### src/rtl/sensor_sampler_pkg.sv
// Shared constants, FSM encoding and sample-word types for the gyro/accelerometer sampler.
package sensor_sampler_pkg;

  localparam logic SEL_GYRO = 1'b0;
  localparam logic SEL_ACCL = 1'b1;

  localparam logic [7:0] GYRO_CMD_DEF   = 8'hE8;
  localparam logic [7:0] ACCL_CMD_DEF   = 8'hF2;
  localparam logic [2:0] XFER_BYTES_DEF = 3'd7;
  localparam logic [2:0] DATA_BYTES     = 3'd6;

  typedef enum logic [2:0] {
    IDLE      = 3'd0,
    G_REQ     = 3'd1,
    G_COLLECT = 3'd2,
    A_REQ     = 3'd3,
    A_COLLECT = 3'd4,
    PUBLISH   = 3'd5
  } state_e;

  typedef struct packed {
    logic [15:0] x;
    logic [15:0] y;
    logic [15:0] z;
  } axis3_t;

  // Sensor words arrive low byte first.
  function automatic logic [15:0] le_word(input logic [7:0] lo, input logic [7:0] hi);
    return {hi, lo};
  endfunction

endpackage

### src/rtl/sensor_sampler_if.sv
// Command/response link between the sampler (master) and the SPI byte engine (slave).
interface sensor_sampler_if;

  logic       write_ready;
  logic       read_ready;
  logic [7:0] read_data;
  logic       write_start;
  logic [7:0] write_data;
  logic [2:0] write_count_bytes;
  logic       sensor_select;

  modport master (
    input  write_ready, read_ready, read_data,
    output write_start, write_data, write_count_bytes, sensor_select
  );

  modport slave (
    output write_ready, read_ready, read_data,
    input  write_start, write_data, write_count_bytes, sensor_select
  );

endinterface

### src/rtl/sensor_sampler_sample_assembler.sv
// Six-byte staging register with slot counter; status and word view show the
// contents including any byte accepted this cycle.
module sample_assembler
  import sensor_sampler_pkg::*;
(
  input  logic       clk_i,
  input  logic       reset_i,
  input  logic       clr_i,
  input  logic       wr_en_i,
  input  logic [7:0] byte_i,
  output logic [2:0] count_o,
  output logic       overflow_o,
  output axis3_t     words_o
);

  logic [7:0] bytes_q [0:5];
  logic [7:0] bytes_d [0:5];
  logic [2:0] count_q, count_d;
  logic       ovf_q, ovf_d;

  // Slot fill: a byte beyond the sixth is dropped and marks the frame bad.
  always_comb begin
    bytes_d = bytes_q;
    count_d = count_q;
    ovf_d   = ovf_q;
    if (clr_i) begin
      for (int i = 0; i < 6; i++) begin
        bytes_d[i] = 8'h00;
      end
      count_d = 3'd0;
      ovf_d   = 1'b0;
    end else if (wr_en_i) begin
      if (count_q >= DATA_BYTES) begin
        ovf_d = 1'b1;
      end else begin
        bytes_d[count_q] = byte_i;
        count_d          = count_q + 3'd1;
      end
    end else begin
      count_d = count_q;
    end
  end

  always_ff @(posedge clk_i) begin
    if (reset_i) begin
      for (int i = 0; i < 6; i++) begin
        bytes_q[i] <= 8'h00;
      end
      count_q <= 3'd0;
      ovf_q   <= 1'b0;
    end else begin
      for (int i = 0; i < 6; i++) begin
        bytes_q[i] <= bytes_d[i];
      end
      count_q <= count_d;
      ovf_q   <= ovf_d;
    end
  end

  assign count_o    = count_d;
  assign overflow_o = ovf_d;
  assign words_o.x  = le_word(bytes_d[0], bytes_d[1]);
  assign words_o.y  = le_word(bytes_d[2], bytes_d[3]);
  assign words_o.z  = le_word(bytes_d[4], bytes_d[5]);

endmodule

### src/rtl/sensor_sampler.sv
// Gyro then accelerometer burst-read sequencer; publishes all six axes atomically
// only when both six-byte frames arrive intact.
module sensor_sampler
  import sensor_sampler_pkg::*;
#(
  parameter logic [7:0] GYRO_CMD   = GYRO_CMD_DEF,
  parameter logic [7:0] ACCL_CMD   = ACCL_CMD_DEF,
  parameter logic [2:0] XFER_BYTES = XFER_BYTES_DEF
)(
  input  logic               div_clk,
  input  logic               reset,
  input  logic               sample_tick,
  sensor_sampler_if.master   spi,
  output logic signed [15:0] gyro_x,
  output logic signed [15:0] gyro_y,
  output logic signed [15:0] gyro_z,
  output logic signed [15:0] accl_x,
  output logic signed [15:0] accl_y,
  output logic signed [15:0] accl_z,
  output logic               sample_valid,
  output logic               busy,
  output logic               overrun,
  output logic               frame_error
);

  state_e     state_q, state_d;
  logic       arm_q;
  logic       sel_q;
  logic       sample_valid_q;
  logic       frame_error_q;
  logic       overrun_q;
  axis3_t     gyro_stage_q;
  axis3_t     gyro_out_q;
  axis3_t     accl_out_q;

  logic       write_start_s;
  logic [7:0] write_data_s;
  logic       clr_s;
  logic       collect_s;
  logic       exit_s;
  logic       frame_ok_s;
  logic [2:0] asm_count_s;
  logic       asm_ovf_s;
  axis3_t     asm_words_s;

  sample_assembler u_assembler (
    .clk_i      (div_clk),
    .reset_i    (reset),
    .clr_i      (clr_s),
    .wr_en_i    (collect_s & spi.read_ready),
    .byte_i     (spi.read_data),
    .count_o    (asm_count_s),
    .overflow_o (asm_ovf_s),
    .words_o    (asm_words_s)
  );

  assign frame_ok_s = (asm_count_s == DATA_BYTES) && !asm_ovf_s;

  // arm_q masks the first collect cycle, when the SPI stage may not yet have dropped write_ready.
  always_comb begin
    state_d       = state_q;
    write_start_s = 1'b0;
    write_data_s  = 8'h00;
    clr_s         = 1'b0;
    collect_s     = 1'b0;
    exit_s        = 1'b0;
    case (state_q)
      IDLE: begin
        if (sample_tick) begin
          state_d = G_REQ;
        end else begin
          state_d = IDLE;
        end
      end
      G_REQ, A_REQ: begin
        clr_s = 1'b1;
        if (spi.write_ready) begin
          write_start_s = 1'b1;
          write_data_s  = (state_q == A_REQ) ? ACCL_CMD : GYRO_CMD;
          state_d       = (state_q == A_REQ) ? A_COLLECT : G_COLLECT;
        end else begin
          state_d = state_q;
        end
      end
      G_COLLECT, A_COLLECT: begin
        collect_s = 1'b1;
        if (arm_q && spi.write_ready) begin
          exit_s = 1'b1;
          if (!frame_ok_s) begin
            state_d = IDLE;
          end else if (state_q == G_COLLECT) begin
            state_d = A_REQ;
          end else begin
            state_d = PUBLISH;
          end
        end else begin
          state_d = state_q;
        end
      end
      PUBLISH: begin
        state_d = IDLE;
      end
      default: begin
        state_d = IDLE;
      end
    endcase
  end

  // Sequencer state, handshake select and status pulses.
  always_ff @(posedge div_clk) begin
    if (reset) begin
      state_q        <= IDLE;
      arm_q          <= 1'b0;
      sel_q          <= SEL_GYRO;
      sample_valid_q <= 1'b0;
      frame_error_q  <= 1'b0;
      overrun_q      <= 1'b0;
    end else begin
      state_q        <= state_d;
      arm_q          <= collect_s;
      sample_valid_q <= exit_s && frame_ok_s && (state_q == A_COLLECT);
      frame_error_q  <= exit_s && !frame_ok_s;
      overrun_q      <= overrun_q | (sample_tick && (state_q != IDLE));
      if ((state_d == G_REQ) && (state_q != G_REQ)) begin
        sel_q <= SEL_GYRO;
      end else if ((state_d == A_REQ) && (state_q != A_REQ)) begin
        sel_q <= SEL_ACCL;
      end else begin
        sel_q <= sel_q;
      end
    end
  end

  // Gyro words wait in a private stage so both sensors reach the outputs in the same cycle.
  always_ff @(posedge div_clk) begin
    if (reset) begin
      gyro_stage_q <= '0;
      gyro_out_q   <= '0;
      accl_out_q   <= '0;
    end else begin
      if (exit_s && frame_ok_s && (state_q == G_COLLECT)) begin
        gyro_stage_q <= asm_words_s;
      end else begin
        gyro_stage_q <= gyro_stage_q;
      end
      if (exit_s && frame_ok_s && (state_q == A_COLLECT)) begin
        gyro_out_q <= gyro_stage_q;
        accl_out_q <= asm_words_s;
      end else begin
        gyro_out_q <= gyro_out_q;
        accl_out_q <= accl_out_q;
      end
    end
  end

  assign spi.write_start       = write_start_s;
  assign spi.write_data        = write_data_s;
  assign spi.write_count_bytes = XFER_BYTES;
  assign spi.sensor_select     = sel_q;

  assign gyro_x       = gyro_out_q.x;
  assign gyro_y       = gyro_out_q.y;
  assign gyro_z       = gyro_out_q.z;
  assign accl_x       = accl_out_q.x;
  assign accl_y       = accl_out_q.y;
  assign accl_z       = accl_out_q.z;
  assign sample_valid = sample_valid_q;
  assign frame_error  = frame_error_q;
  assign overrun      = overrun_q;
  assign busy         = (state_q != IDLE);

endmodule

### src/flat_wrapper.sv
// flat-port wrapper written by rule: the top's interface ports become plain ports
module sensor_sampler_flat import sensor_sampler_pkg::*;
#(
  parameter logic [7:0] GYRO_CMD   = GYRO_CMD_DEF,
  parameter logic [7:0] ACCL_CMD   = ACCL_CMD_DEF,
  parameter logic [2:0] XFER_BYTES = XFER_BYTES_DEF
)
  (div_clk, reset, sample_tick, gyro_x, gyro_y, gyro_z, accl_x, accl_y, accl_z, sample_valid, busy, overrun, frame_error, spi_write_ready, spi_read_ready, spi_read_data, spi_write_start, spi_write_data, spi_write_count_bytes, spi_sensor_select);
  sensor_sampler_if spi_i ();
  input  logic div_clk;
  input  logic reset;
  input  logic sample_tick;
  output logic signed [15:0] gyro_x;
  output logic signed [15:0] gyro_y;
  output logic signed [15:0] gyro_z;
  output logic signed [15:0] accl_x;
  output logic signed [15:0] accl_y;
  output logic signed [15:0] accl_z;
  output logic sample_valid;
  output logic busy;
  output logic overrun;
  output logic frame_error;
  input wire logic [$bits(spi_i.write_ready)-1:0] spi_write_ready;
  input wire logic [$bits(spi_i.read_ready)-1:0] spi_read_ready;
  input wire logic [$bits(spi_i.read_data)-1:0] spi_read_data;
  output wire logic [$bits(spi_i.write_start)-1:0] spi_write_start;
  output wire logic [$bits(spi_i.write_data)-1:0] spi_write_data;
  output wire logic [$bits(spi_i.write_count_bytes)-1:0] spi_write_count_bytes;
  output wire logic [$bits(spi_i.sensor_select)-1:0] spi_sensor_select;
  assign spi_i.write_ready = spi_write_ready;
  assign spi_i.read_ready = spi_read_ready;
  assign spi_i.read_data = spi_read_data;
  assign spi_write_start = spi_i.write_start;
  assign spi_write_data = spi_i.write_data;
  assign spi_write_count_bytes = spi_i.write_count_bytes;
  assign spi_sensor_select = spi_i.sensor_select;
  sensor_sampler #(.GYRO_CMD(GYRO_CMD), .ACCL_CMD(ACCL_CMD), .XFER_BYTES(XFER_BYTES)) u_core (.div_clk(div_clk), .reset(reset), .sample_tick(sample_tick), .spi(spi_i), .gyro_x(gyro_x), .gyro_y(gyro_y), .gyro_z(gyro_z), .accl_x(accl_x), .accl_y(accl_y), .accl_z(accl_z), .sample_valid(sample_valid), .busy(busy), .overrun(overrun), .frame_error(frame_error));
endmodule
### config.mk
export PLATFORM = sky130hd
export DESIGN_NAME = sensor_sampler_flat
export DESIGN_NICKNAME = d
export VERILOG_FILES = /design/src/rtl/sensor_sampler_pkg.sv /design/src/rtl/sensor_sampler_if.sv /design/src/rtl/sensor_sampler_sample_assembler.sv /design/src/rtl/sensor_sampler.sv /design/src/flat_wrapper.sv
export SDC_FILE = /design/constraint.sdc
export NUM_CORES = 1
export LEC_CHECK = 0
export CORE_MARGIN = 5
export CORE_UTILIZATION = 40
export DETAILED_ROUTE_END_ITERATION = 10
export RECOVER_POWER = 100
export SLEW_MARGIN = 20
export SYNTH_ARGS = -nofsm -noshare
export SYNTH_HDL_FRONTEND = slang
export SYNTH_SLANG_ARGS = --single-unit
### constraint.sdc
create_clock -name div_clk -period 4.23 [get_ports div_clk]
set_input_delay 0.423 -clock div_clk [delete_from_list [all_inputs] [get_ports div_clk]]
set_output_delay 0.423 -clock div_clk [all_outputs]
set_load 0.1 [all_outputs]
Yosys cells after proc, flatten, opt, wreduce, memory -nomap -nowiden
Index checks and enable logic that the tools add are counted.
- logic and storage cells: 84
- register bits after elaboration: 204
- output and inout port bits: 113
- reductions and logical operators: 17
- bitwise logic cells: 3
- order comparisons: 3
- multiplexer cells: 28
- equality and inequality tests: 9
- add/subtract/negate cells: 1
- operator list (cell ; number):
    48-bit 2-to-1 mux ; 3
    48-bit bitwise mux ; 1
    8-bit demux with 3-bit select ; 1
    3-bit 2-to-1 mux ; 8
    8-bit 2-to-1 mux ; 3
    1-bit logical AND ; 10
    1-bit 2-to-1 mux ; 10
    3-bit by 2-bit == test with 1-bit output (second input constant) ; 3
    3-bit case mux with 3 select lines ; 1
    3-bit by 1-bit == test with 1-bit output (second input constant) ; 2
    3-bit == test (second input constant) ; 2
    2-bit OR reduction ; 3
    5-bit 2-to-1 mux ; 1
    4-bit >= comparator (second input constant) ; 1
    4-bit by 1-bit < comparator with 1-bit output (second input constant) ; 1
    3-bit NOT with 4-bit output ; 1
    3-bit by 1-bit adder with 3-bit output (second input constant) ; 1
    3-bit >= comparator (second input constant) ; 1
    3-bit zero test ; 1
    3-bit by 1-bit inequality test with 1-bit output (second input constant) ; 1
    3-bit by 2-bit inequality test with 1-bit output (second input constant) ; 1
    3-bit nonzero test ; 1
    1-bit zero test ; 2
    1-bit AND ; 1
    1-bit OR ; 1

Longest topological paths before layout
- word-level depth: 14
- mapped depth: 9

Cells and area by module
From an unflattened synthesis, not the netlist that was laid out.
- cells, all modules: 969
- area total of the unflattened synthesis: 7995.2 µm²
- modules (own cells, without submodules) (module ; instances ; cells each ; area each (µm²) ; sequential area each (µm²)):
    sensor_sampler ; 1 ; 683 ; 5457.7 ; 3042.9
    sample_assembler ; 1 ; 286 ; 2537.4 ; 1041.0

Worst setup path before layout
OpenSTA, ideal clock, no wires.
- kind: reg-to-output
- start: register u_core.state_q[0]
- end: output port spi_write_data[3]
- stages on the path, launching flop included: 5
- arrival: 3070 ps
- path buffers: 1
- slack: 737 ps
- data required time: 3807 ps
- path through: dfxtp_1 -> clkbuf_1 -> nor2b_1 -> and2_1 -> nor2b_1
- cells in the longest elaborated chain, start to end: 4
- elaborated cells between the ends (all ways): 6
- classes of those cells: eq/ne (2); mux (3); reduce/logical (1)
- ends and longest elaborated chain (what ; line ; source):
    from (decl) ; sensor_sampler.sv:26 ; state_e state_q, state_d;
    from (signal assigned) ; sensor_sampler.sv:119 ; state_q <= state_d;
    3-bit by 2-bit == test with 1-bit output ; sensor_sampler.sv:67, sensor_sampler.sv:79 ;
    5-bit 2-to-1 mux ; sensor_sampler.sv:79 ; write_data_s = (state_q == A_REQ) ? ACCL_CMD : GYRO_CMD;
    8-bit 2-to-1 mux ; sensor_sampler.sv:77 ; if (spi.write_ready) begin
    8-bit 2-to-1 mux * ; sensor_sampler.sv:67 ; case (state_q)
    to (decl) ; flat_wrapper.sv:27 ; output wire logic [$bits(spi_i.write_data)-1:0] spi_write_data;
Every way passes the cells marked *; elsewhere a longest branch is shown, timed or not.

Worst setup path after layout
- start: register u_core.state_q[0]
- end: output port spi_write_data[7]
- cells in the longest elaborated chain, start to end: 3
- elaborated cells between the ends (all ways): 4
- classes of those cells: eq/ne (2); mux (1); reduce/logical (1)
- ends and longest elaborated chain (what ; line):
    3-bit by 1-bit == test with 1-bit output or 3-bit by 2-bit == test with 1-bit output (tied branches) ; sensor_sampler.sv:67
    2-bit OR reduction * ; sensor_sampler.sv:67
    8-bit 2-to-1 mux * ; sensor_sampler.sv:67
Marks and branches as above.

==> flow_summary.toml <==
[grt]
grt_pass1_wl_mm = 30.2
grt_overflow = 0
grt_max_degree = 64
first_global_vias = 5671
antenna_found_initial = 0
track_usage_pct = 16.9

[timing]
max_freq_ghz = 0.295
final_max_slew_viol_count = 0
clock_skew_ns = 0.00829
relSlewSlack_pct = 22.7
setup_viol = 0
setup_tns_ns = 0
tightest_slew_ns = 1.16
rsz0062_at_grt = "no"
period_share_pct = 80.1
finalHoldViolCount = 0
fin_crit_ns = 3.39

[routing]
routedWlPerCell_um = 15.9
postRouteAntennaNets = 0
drt-total-wl_mm = 18.7
num_vias = 5922
drc = 0
drt_first_pass_iters = 5
drtIter0Drc = 361
vias_per_cell = 5.06

[critical_path]
critPathLaunchType = "flip-flop"
worstSetupEndpointType = "output pin"
slowest_stage = "dlygate4sd3_1"
worst-path-stages = 3
critPathTopFamily = "buffers and inverters"
crit_buf_inv = 1
worst_ep_required_time_ns = 3.81
r2r-start = "u_core.state_q[2]"
worstPathCellList = "nor2b_1 > and2_0 > dlygate4sd3_1"
rrSetupSlack_ns = 1.03
rr_worst_depth = 7
arrival_ns = 2.96
cp_max_fo = 12
worst-setup-path-type = "reg -> out"
rr_endpoint = "u_core.accl_y[3]"
crit_path_max_incr_delay_ns = 1.23

[synth]
yosysTopAreaCellShare_pct = 55.8
synth_enable_flop_cells = 0
ys_async_sr_fraction_pct = 0
synthDistinctLibCells = 50
syn_area_um2 = 7310
yosys_warnings = 0
yosysSeqAreaShare_pct = 55.8
synth_largest_area_cell = "dfxtp_1"
synth_area_per_cell_um2 = 8.66
ys_ff_latch = 204
syn_inst = 845
synth_flop_cell = "dfxtp_1"
netlist_top_cells_area = "dfxtp_1, nand3_1, nand2_1"

[cts]
cts_made_buffers = 23
worstSkewPairLatency_ns = 0.49
cts_tree = "yes"
post_cts_buffers = 0
htreeDepth = 1
clkSinkCount = 204
ctsResizeCount = 0
clockBufferDepth = 3
root_buffer = "clkbuf_16"
hold_buffers = 0
clk_pin_slew_ns = 0.06

[place]
hpwlAfterDp_mm = 11.7
finalWeightedCongestion = 0.742
portBuffers = 120

[finish]
final_util_pct = 51.6
fillers = 1759
finalNetCount = 939
n_antenna_cell = 0
most-common-layout-cells = "dfxtp_1, nand3_1, nand2_1, dlygate4sd3_1, o21ai_0"
drive_gt1_share_pct = 6.16
area_delta_synth_final_pct = 26.6
mostFrequentLayoutCell = "dfxtp_1"

[die]
ios = 126
dieArea_um2 = 21100
core-area_um2 = 18000
rows = 49
initial_core_util_pct = 40.7
die_h_um = 145
die_x_um = 145

[power_and_ir_drop]
power.switching_uw = 907
switching_share_pct = 21.9
share_comb_of_total_power_pct = 4.1
p_per_area_nw_per_um2 = 447
irDropWorstVdd_mv = 0.277
p_seq_share_pct = 46.6
p_int_mw = 3.24
p_leak_nw = 3.91
pwr-share-clk_pct = 49.2

[min_path]
worst_hold_path_type = "reg -> reg"
worstHoldEndpoint = "u_core.gyro_x[13]"
holdPathStages = 2
hold_start = "u_core.gyro_x[13]"

[run_status]
status = "completed"

[flow_run]
drv_cap = 0
[how the worst max path moves through the flow]
| stage | to | slack, ns | startpoint |
|---|---|---|---|
| 2_1_floorplan | spi_write_data[3] | 0.74 | u_core.state_q[0] |
| 3_3_place_gp | u_core.accl_y[10] | 0.99 | spi_read_ready |
| 3_5_place_dp | u_core.accl_z[8] | 0.93 | reset |
| 4_1_cts | spi_write_data[7] | 0.89 | u_core.state_q[0] |
| 5_1_grt | spi_write_data[6] | 0.63 | u_core.state_q[0] |
| 6_report | spi_write_data[7] | 0.84 | u_core.state_q[0] |
[state kept, by name, indices dropped and copies added (netlist names)]
name,count
u_core.spi.sensor_select,1
u_core.gyro_z,16
u_core.accl_y,16
u_core.frame_error,1
u_core.u_assembler.bytes_q,48
u_core.accl_z,16
u_core.u_assembler.ovf_q,1
u_core.arm_q,1
u_core.gyro_x,16
u_core.accl_x,16
u_core.state_q,3
u_core.gyro_stage_q,48
u_core.sample_valid,1
u_core.u_assembler.count_q,3
u_core.overrun,1
u_core.gyro_y,16
[metal layers]
metal	vias up	part of all wire, %	global-route usage [%]
li1	3016	-	-
met1	2712	49	24.2
met2	162	43	26.3
met3	32	5.7	3.34
met4	0	2.0	4.38
met5	-	0	0
[power groups by stage]
stage | Clock [mW] | Sequential (mW) | Combinational [mW]
after floorplan | 0 | 1.98 | 0.124
after global placement | 0 | 1.97 | 0.168
after detailed placement | 0 | 1.97 | 0.174
after CTS | 2.09 | 1.93 | 0.174
after global routing | 2.17 | 1.93 | 0.179
final | 2.04 | 1.93 | 0.170
[stage by stage]
step / setup slack (ns) / area [um2] / cells / hold slack (ns) / power [mW]
finish: 0.843 / 9260 / 1170 / 0.446 / 4.14
global route: 0.630 / 9260 / 1170 / 0.464 / 4.28
CTS: 0.890 / 9270 / 1169 / 0.447 / 4.20
detailed placement: 0.933 / 8490 / 1128 / 0.444 / 2.15
global placement: 0.987 / 8460 / 1127 / 0.442 / 2.14
floorplan: 0.737 / 7330 / 848 / 0.432 / 2.10
[tightest hold or removal path: stages (launching register included)]
cell and delay [ns]:
dfxtp_1 0.30, nand2_1 0.05, a21oi_1 0.05
[cell families after synthesis]
logic type | after synthesis | share of synthesized area, %
other | 2 | 0.103
AND/OR/NAND/NOR | 294 | 18.3
buffers and inverters | 129 | 8.33
AO/OA/AOI/OAI | 212 | 16.5
flip-flops | 204 | 55.8
adder cells (fa/ha/maj) | 1 | 0.171
XOR/XNOR | 3 | 0.719
[synth_stat cells (10+ instances only)]
cell and number:
a21oi_1 53, a31oi_1 49, buf_1 10, buf_2 23, buf_4 11, clkbuf_1 24, dfxtp_1 204, inv_1 52
nand2_1 105, nand3_1 106, nor2_1 56, o21ai_0 72, o21ai_1 25
[final cells by class]
| type | count | area, um2 | area share, % |
|---|---|---|---|
| clock buffer | 30 | 622 | 6.71 |
| inverter | 52 | 196 | 2.12 |
| timing repair buffer | 129 | 1290 | 14.0 |
| clock inverter | 11 | 155 | 1.67 |
| sequential | 204 | 4080 | 44.1 |
| tap | 229 | 287 | 3.09 |
| multi-input combinational | 515 | 2630 | 28.3 |
No activity file was read; power rests on OpenSTA's default activity.
